[src/rtl/adder_axi_master.sv]
// AXI4-Lite master that sequences one add on the memory-mapped adder peripheral:
// write operand A, write operand B, read the sum, read the overflow flag.
module adder_axi_master #(
  parameter int unsigned DATA_WIDTH = 32,
  parameter int unsigned ADDR_WIDTH = 8,
  parameter int unsigned ADDR_OPA   = 0,
  parameter int unsigned ADDR_OPB   = 4,
  parameter int unsigned ADDR_SUM   = 8,
  parameter int unsigned ADDR_OVF   = 12,
  parameter int unsigned TIMEOUT    = 256
) (
  input  logic                    m1_axi_aclk,
  input  logic                    m1_axi_areset,

  input  logic                    start,
  input  logic [DATA_WIDTH-1:0]   op_a,
  input  logic [DATA_WIDTH-1:0]   op_b,
  output logic                    busy,
  output logic                    done,
  output logic                    error,
  output logic [DATA_WIDTH-1:0]   sum,
  output logic                    overflow,
  output logic [3:0]              resp_flags,

  output logic [ADDR_WIDTH-1:0]   m1_axi_awaddr,
  output logic                    m1_axi_awvalid,
  input  logic                    m1_axi_awready,
  output logic [DATA_WIDTH-1:0]   m1_axi_wdata,
  output logic [DATA_WIDTH/8-1:0] m1_axi_wstrb,
  output logic                    m1_axi_wvalid,
  input  logic                    m1_axi_wready,
  input  logic                    m1_axi_bresp,
  input  logic                    m1_axi_bvalid,
  output logic                    m1_axi_bready,
  output logic [ADDR_WIDTH-1:0]   m1_axi_araddr,
  output logic                    m1_axi_arvalid,
  input  logic                    m1_axi_arready,
  input  logic [DATA_WIDTH-1:0]   m1_axi_rdata,
  input  logic                    m1_axi_rresp,
  input  logic                    m1_axi_rvalid,
  output logic                    m1_axi_rready
);

  localparam logic [ADDR_WIDTH-1:0] A_OPA = ADDR_WIDTH'(ADDR_OPA);
  localparam logic [ADDR_WIDTH-1:0] A_OPB = ADDR_WIDTH'(ADDR_OPB);
  localparam logic [ADDR_WIDTH-1:0] A_SUM = ADDR_WIDTH'(ADDR_SUM);
  localparam logic [ADDR_WIDTH-1:0] A_OVF = ADDR_WIDTH'(ADDR_OVF);

  // The counter only ever holds 0..TIMEOUT-1; reaching TIMEOUT is detected combinationally.
  localparam int unsigned   CW       = (TIMEOUT > 1) ? $clog2(TIMEOUT) : 1;
  localparam logic [CW-1:0] CNT_LAST = (TIMEOUT > 0) ? CW'(TIMEOUT - 1) : '0;

  typedef enum logic [3:0] {
    S_IDLE,
    S_WR_A,
    S_RESP_A,
    S_WR_B,
    S_RESP_B,
    S_RD_SUM,
    S_RD_OVF,
    S_DONE,
    S_ERR
  } state_e;

  state_e                  state_q, state_d;
  logic [DATA_WIDTH-1:0]   opa_q, opa_d;
  logic [DATA_WIDTH-1:0]   opb_q, opb_d;
  logic                    aw_done_q, aw_done_d;
  logic                    w_done_q, w_done_d;
  logic                    ar_done_q, ar_done_d;
  logic [CW-1:0]           cnt_q, cnt_d;
  logic [DATA_WIDTH-1:0]   sum_q, sum_d;
  logic                    ovf_q, ovf_d;
  logic [3:0]              resp_q, resp_d;

  logic aw_hs, w_hs, b_hs, ar_hs, r_hs, any_hs, expired;

  // Bus outputs are decoded from registered state only, so no valid ever depends on a ready.
  always_comb begin
    m1_axi_awaddr  = '0;
    m1_axi_awvalid = 1'b0;
    m1_axi_wdata   = '0;
    m1_axi_wvalid  = 1'b0;
    m1_axi_bready  = 1'b0;
    m1_axi_araddr  = '0;
    m1_axi_arvalid = 1'b0;
    m1_axi_rready  = 1'b0;
    unique case (state_q)
      S_WR_A: begin
        m1_axi_awaddr  = A_OPA;
        m1_axi_wdata   = opa_q;
        m1_axi_awvalid = !aw_done_q;
        m1_axi_wvalid  = !w_done_q;
      end
      S_WR_B: begin
        m1_axi_awaddr  = A_OPB;
        m1_axi_wdata   = opb_q;
        m1_axi_awvalid = !aw_done_q;
        m1_axi_wvalid  = !w_done_q;
      end
      S_RESP_A, S_RESP_B: m1_axi_bready = 1'b1;
      S_RD_SUM: begin
        m1_axi_araddr  = A_SUM;
        m1_axi_arvalid = !ar_done_q;
        m1_axi_rready  = ar_done_q;
      end
      S_RD_OVF: begin
        m1_axi_araddr  = A_OVF;
        m1_axi_arvalid = !ar_done_q;
        m1_axi_rready  = ar_done_q;
      end
      default: ;
    endcase
  end

  assign m1_axi_wstrb = '1;

  assign aw_hs  = m1_axi_awvalid && m1_axi_awready;
  assign w_hs   = m1_axi_wvalid  && m1_axi_wready;
  assign b_hs   = m1_axi_bvalid  && m1_axi_bready;
  assign ar_hs  = m1_axi_arvalid && m1_axi_arready;
  assign r_hs   = m1_axi_rvalid  && m1_axi_rready;
  assign any_hs = aw_hs || w_hs || b_hs || ar_hs || r_hs;

  // Any handshake opens a fresh wait phase, so only an unbroken stall can expire.
  assign expired = (TIMEOUT != 0) && !any_hs && (cnt_q == CNT_LAST);

  assign busy       = (state_q != S_IDLE) && (state_q != S_DONE) && (state_q != S_ERR);
  assign done       = (state_q == S_DONE) || (state_q == S_ERR);
  assign error      = (state_q == S_ERR);
  assign sum        = sum_q;
  assign overflow   = ovf_q;
  assign resp_flags = resp_q;

  // NOTE: every signal written here gets a default first, so no path can infer a latch.
  always_comb begin
    state_d   = state_q;
    opa_d     = opa_q;
    opb_d     = opb_q;
    aw_done_d = aw_done_q;
    w_done_d  = w_done_q;
    ar_done_d = ar_done_q;
    cnt_d     = cnt_q;
    sum_d     = sum_q;
    ovf_d     = ovf_q;
    resp_d    = resp_q;

    if (busy && (TIMEOUT != 0)) begin
      cnt_d = any_hs ? '0 : cnt_q + 1'b1;
    end

    unique case (state_q)
      S_IDLE: begin
        if (start) begin
          opa_d   = op_a;
          opb_d   = op_b;
          sum_d   = '0;
          ovf_d   = 1'b0;
          resp_d  = '0;
          state_d = S_WR_A;
        end
      end
      S_WR_A, S_WR_B: begin
        if (aw_hs) aw_done_d = 1'b1;
        if (w_hs)  w_done_d  = 1'b1;
        if (aw_done_d && w_done_d) begin
          state_d = (state_q == S_WR_A) ? S_RESP_A : S_RESP_B;
        end else if (expired) begin
          state_d = S_ERR;
        end
      end
      S_RESP_A: begin
        if (b_hs) begin
          resp_d[0] = m1_axi_bresp;
          state_d   = S_WR_B;
        end else if (expired) begin
          state_d = S_ERR;
        end
      end
      S_RESP_B: begin
        if (b_hs) begin
          resp_d[1] = m1_axi_bresp;
          state_d   = S_RD_SUM;
        end else if (expired) begin
          state_d = S_ERR;
        end
      end
      S_RD_SUM: begin
        if (ar_hs) ar_done_d = 1'b1;
        if (r_hs) begin
          sum_d     = m1_axi_rdata;
          resp_d[2] = m1_axi_rresp;
          state_d   = S_RD_OVF;
        end else if (expired) begin
          state_d = S_ERR;
        end
      end
      S_RD_OVF: begin
        if (ar_hs) ar_done_d = 1'b1;
        if (r_hs) begin
          ovf_d     = m1_axi_rdata[0];
          resp_d[3] = m1_axi_rresp;
          state_d   = S_DONE;
        end else if (expired) begin
          state_d = S_ERR;
        end
      end
      S_DONE, S_ERR: state_d = S_IDLE;
      default:       state_d = S_IDLE;
    endcase

    // Channel progress and the stall counter belong to one state; wipe them on every move.
    if (state_d != state_q) begin
      aw_done_d = 1'b0;
      w_done_d  = 1'b0;
      ar_done_d = 1'b0;
      cnt_d     = '0;
    end
  end

  // NOTE: non-blocking assignments only; the held operands reset too so wdata reads 0 out of reset.
  always_ff @(posedge m1_axi_aclk) begin
    if (m1_axi_areset) begin
      state_q   <= S_IDLE;
      opa_q     <= '0;
      opb_q     <= '0;
      aw_done_q <= 1'b0;
      w_done_q  <= 1'b0;
      ar_done_q <= 1'b0;
      cnt_q     <= '0;
      sum_q     <= '0;
      ovf_q     <= 1'b0;
      resp_q    <= '0;
    end else begin
      state_q   <= state_d;
      opa_q     <= opa_d;
      opb_q     <= opb_d;
      aw_done_q <= aw_done_d;
      w_done_q  <= w_done_d;
      ar_done_q <= ar_done_d;
      cnt_q     <= cnt_d;
      sum_q     <= sum_d;
      ovf_q     <= ovf_d;
      resp_q    <= resp_d;
    end
  end

endmodule
[config.mk]
export PLATFORM = sky130hd
export DESIGN_NAME = adder_axi_master
export DESIGN_NICKNAME = d
export VERILOG_FILES = /design/src/rtl/adder_axi_master.sv
export SDC_FILE = /design/constraint.sdc
export NUM_CORES = 1
export LEC_CHECK = 0
export CAP_MARGIN = 20
export CORE_ASPECT_RATIO = 1.1
export CORE_MARGIN = 10
export CORE_UTILIZATION = 35
export CTS_CLUSTER_SIZE = 8
export DETAILED_ROUTE_END_ITERATION = 8
export PLACE_DENSITY = 0.8
export REMOVE_ABC_BUFFERS = 1
export SLEW_MARGIN = 20
export SYNTH_ARGS = -nofsm -noshare
export SYNTH_HDL_FRONTEND = slang
export SYNTH_SLANG_ARGS = --single-unit
[constraint.sdc]
create_clock -name m1_axi_aclk -period 1.6 [get_ports m1_axi_aclk]
set_input_delay 0.48 -clock m1_axi_aclk [delete_from_list [all_inputs] [get_ports m1_axi_aclk]]
set_output_delay 0.48 -clock m1_axi_aclk [all_outputs]
set_load 0.05 [all_outputs]
==> results of run 1 <==
==> worst max-delay path, delay by kind of cell (launching register included) <==
| family | cells | cell delay (ns) |
|---|---|---|
| flip-flops | 1 | 0.34 |
| buffers and inverters | 2 | 0.33 |
| AND/OR/NAND/NOR | 2 | 0.57 |
==> repair_timing <==
action,CTS,global route
buffers inserted,30,11
pin swaps,20,16
endpoints found under the setup margin,106,159
cloned,9,0
resized for setup,179,60
==> cells in the mapped netlist (all sizes together) (2+ instances only) <==
cell type  instances  area (sq um)
nor2b              4          25.0
and2               3          18.8
o2111ai            2          17.5
o21ai              7          35.0
inv                3          11.3
nand2            135           507
a21oi             69           345
xnor2              2          17.5
or2                2          12.5
and3               5          31.3
nand3b             2          27.5
xor2               6          52.6
nor3              14          70.1
mux2i             34           340
conb               2          7.51
nand3             11          55.1
nand2b             3          18.8
clkbuf            30           113
nor2              80           300
dfxtp            116          2320
a22oi             34           255
a41oi              2          17.5
nor4               5          37.5
and4b              3          30.0
buf               34           218
nor3b              2          15.0
nand4              7          73.8
==> power breakdown <==
group          leakage, nW  internal [W]  switching, W  total, W
combinational         2.61      0.000901      0.000988   0.00189
sequential           0.947       0.00301     0.0000755   0.00309
clock                0.291       0.00251       0.00129   0.00379
total                 3.84       0.00642       0.00235   0.00877
==> layer usage <==
layer / part of all wire (%) / global-route usage, %
met5: 0 / 0
met4: 4.5 / 10.9
met3: 5.8 / 6.24
met2: 53 / 37.3
met1: 37 / 22.1
==> cell families (layout without fill, tap and decap cells) <==
family,after synthesis,count (layout),share of synthesized area [%]
compound gates,125,125,15.2
xor+xnor,8,8,1.37
simple gates,278,278,24.3
flops,116,116,45.4
buf+inv,68,331,6.75
fa+ha+maj,1,1,0.245
mux,34,34,6.65
other cells,2,18,0.147
==> final timing paths <==
path                     startpoint                      to  slack, ns  cells after the start
min          opa_q[13]$_SDFFE_PP0P_  opa_q[13]$_SDFFE_PP0P_       0.45                      2
max           state_q[0]$_SDFF_PP0_        m1_axi_wdata[20]      -0.57                      4
max reg2reg   state_q[0]$_SDFF_PP0_   w_done_q$_SDFFE_PP0N_      -0.49                     10
min reg2reg  opa_q[13]$_SDFFE_PP0P_  opa_q[13]$_SDFFE_PP0P_       0.45                      2
==> flip-flops by register name, summed over array words and instances (netlist names), 4 cells and up <==
register    flops
opb_q          32
sum            32
state_q         4
cnt_q           8
resp_flags      4
opa_q          32
==> through the flow <==
step | TNS, ns | hold WS (ns) | power, W | util (%)
3_5_place_dp | -46.45 | 0.446 | 0.00452 | 57.8
3_3_place_gp | -44.51 | 0.441 | 0.00450 | 57.8
4_1_cts | -39.16 | 0.453 | 0.00861 | 70.0
2_1_floorplan | -253.84 | 0.430 | 0.00374 | -
6_report | -39.61 | 0.451 | 0.00877 | 72.5
5_1_grt | -46.98 | 0.473 | 0.00905 | 72.5
==> final cells by class <==
| class | instances | share of cell area [%] |
|---|---|---|
| Inverter | 4 | 0.228 |
| Tap cell | 192 | 2.30 |
| Timing Repair Buffer | 298 | 37.9 |
| Multi-Input combinational cell | 463 | 31.6 |
| Antenna cell | 1 | 0.0240 |
| Sequential cell | 116 | 22.3 |
| Clock inverter | 4 | 0.672 |
| Clock buffer | 25 | 4.94 |
==> flow_summary.json, run 1 <==
{
  "post_drt_wl_per_cell_microns": 20.4,
  "die_w_microns": 135,
  "core_area_sq_mm": 0.0144,
  "drc": 0,
  "worst_pin_slew_ns": 0.537,
  "cap_violations": 0,
  "yosysUniqueCellTypes": 49,
  "cp.required_ns": 1.12,
  "hold_path.class": "register to register",
  "syn_area_per_cell_sq_um": 8.09,
  "vias": 5774,
  "crit_type": "register to primary output",
  "die_h_microns": 147,
  "fin_crit_sh_pct": 136,
  "grt_pass1_wl_mm": 33.0,
  "cts_tree": "yes",
  "viasPerCell": 5.23,
  "multi_input_area_sq_mm": 0.00329,
  "placed_area_sq_mm": 0.00832,
  "finalCriticalPeriod_ns": 2.17,
  "cts_made_buffers": 17,
  "skew_ns": 0.0141,
  "final-max-slew-violation-count": 0,
  "max_freq_ghz": 0.461,
  "rsz0062_at_grt": "yes",
  "critPathSlowestCell": "or3b_4",
  "finalWirelength_mm": 22.5,
  "ctsHoldBuffers": 0,
  "design.die.area_sq_mm": 0.0199,
  "dr.first_iter.drc_count": 400,
  "final_net_count": 1007,
  "report.final.hold_viol_count": 0,
  "critPathMostFrequentCell": "buf_12",
  "antenna_found_initial": 1,
  "async_flop_share_pct": 0,
  "final_area_sq_mm": 0.0104,
  "power_density_mw_per_mm2": 841,
  "start_kind": "register",
  "fin_ws_ns": -0.571,
  "start_util_pct": 35.5,
  "grt-ovfl-total": 0,
  "seq_area_frac_synth_pct": 45.4,
  "clk-insertion-delay-late_ns": 0.42,
  "finalNonFillerCells": 1103,
  "cts_num_sinks": 116,
  "cp_cell_sequence": "or3b_4, buf_12, nor2_4, buf_12",
  "gp_congestion": 0.870,
  "io-pin-count": 203,
  "grt_usage_pct": 21.2,
  "status": "finished, violations left",
  "post-dp-hpwl_mm": 12.5,
  "violations": "negative setup slack",
  "yosysWarnings": 0,
  "crit_fanout": 13,
  "grt_max_degree": 106,
  "clockBufferDepth": 2,
  "htreeDepth": 4,
  "first_pass_iters": 5,
  "fp-row-count": 46,
  "drive_above_1_share_pct": 38.9,
  "synthCells": 632,
  "setup_viol_count_final": 112,
  "worstPathArrival_ns": 1.69,
  "synth_edf_count": 0,
  "final_cell_mix": "nand2_1, dfxtp_1, clkdlybuf4s50_1",
  "end_kind": "primary output",
  "final_common_cell": "nand2_1",
  "ys_seq_elements": 116,
  "syn-cell-area_sq_mm": 0.00511,
  "slew_headroom_pct": 63.9,
  "p_leak_nw": 3.84,
  "placedCellCount": 1026,
  "synth_ff_type": "dfxtp_1",
  "cts.clk_slew.worst_paths_ns": 0.06,
  "grt_pass1_vias": 5934,
  "cpPeakStageDelay_ns": 0.43,
  "fillCellCount": 946,
  "syn2layout_area_growth_pct": 104,
  "io_buffers": 185,
  "peakVddDrop_mv": 0.618,
  "seq_area_sq_mm": 0.00233,
  "cts-root-buf": "clkbuf_16",
  "ant_nets": 0,
  "dp_worst_setup_slack_ns": -0.756
}
Power figures use the tool's default switching activity.
==> inputs of run 2 (changes only) <==
- CTS_CLUSTER_DIAMETER: not set -> 30
==> results of run 2 <==
The final DEF is identical to that of run 1; final timing and power are the same.
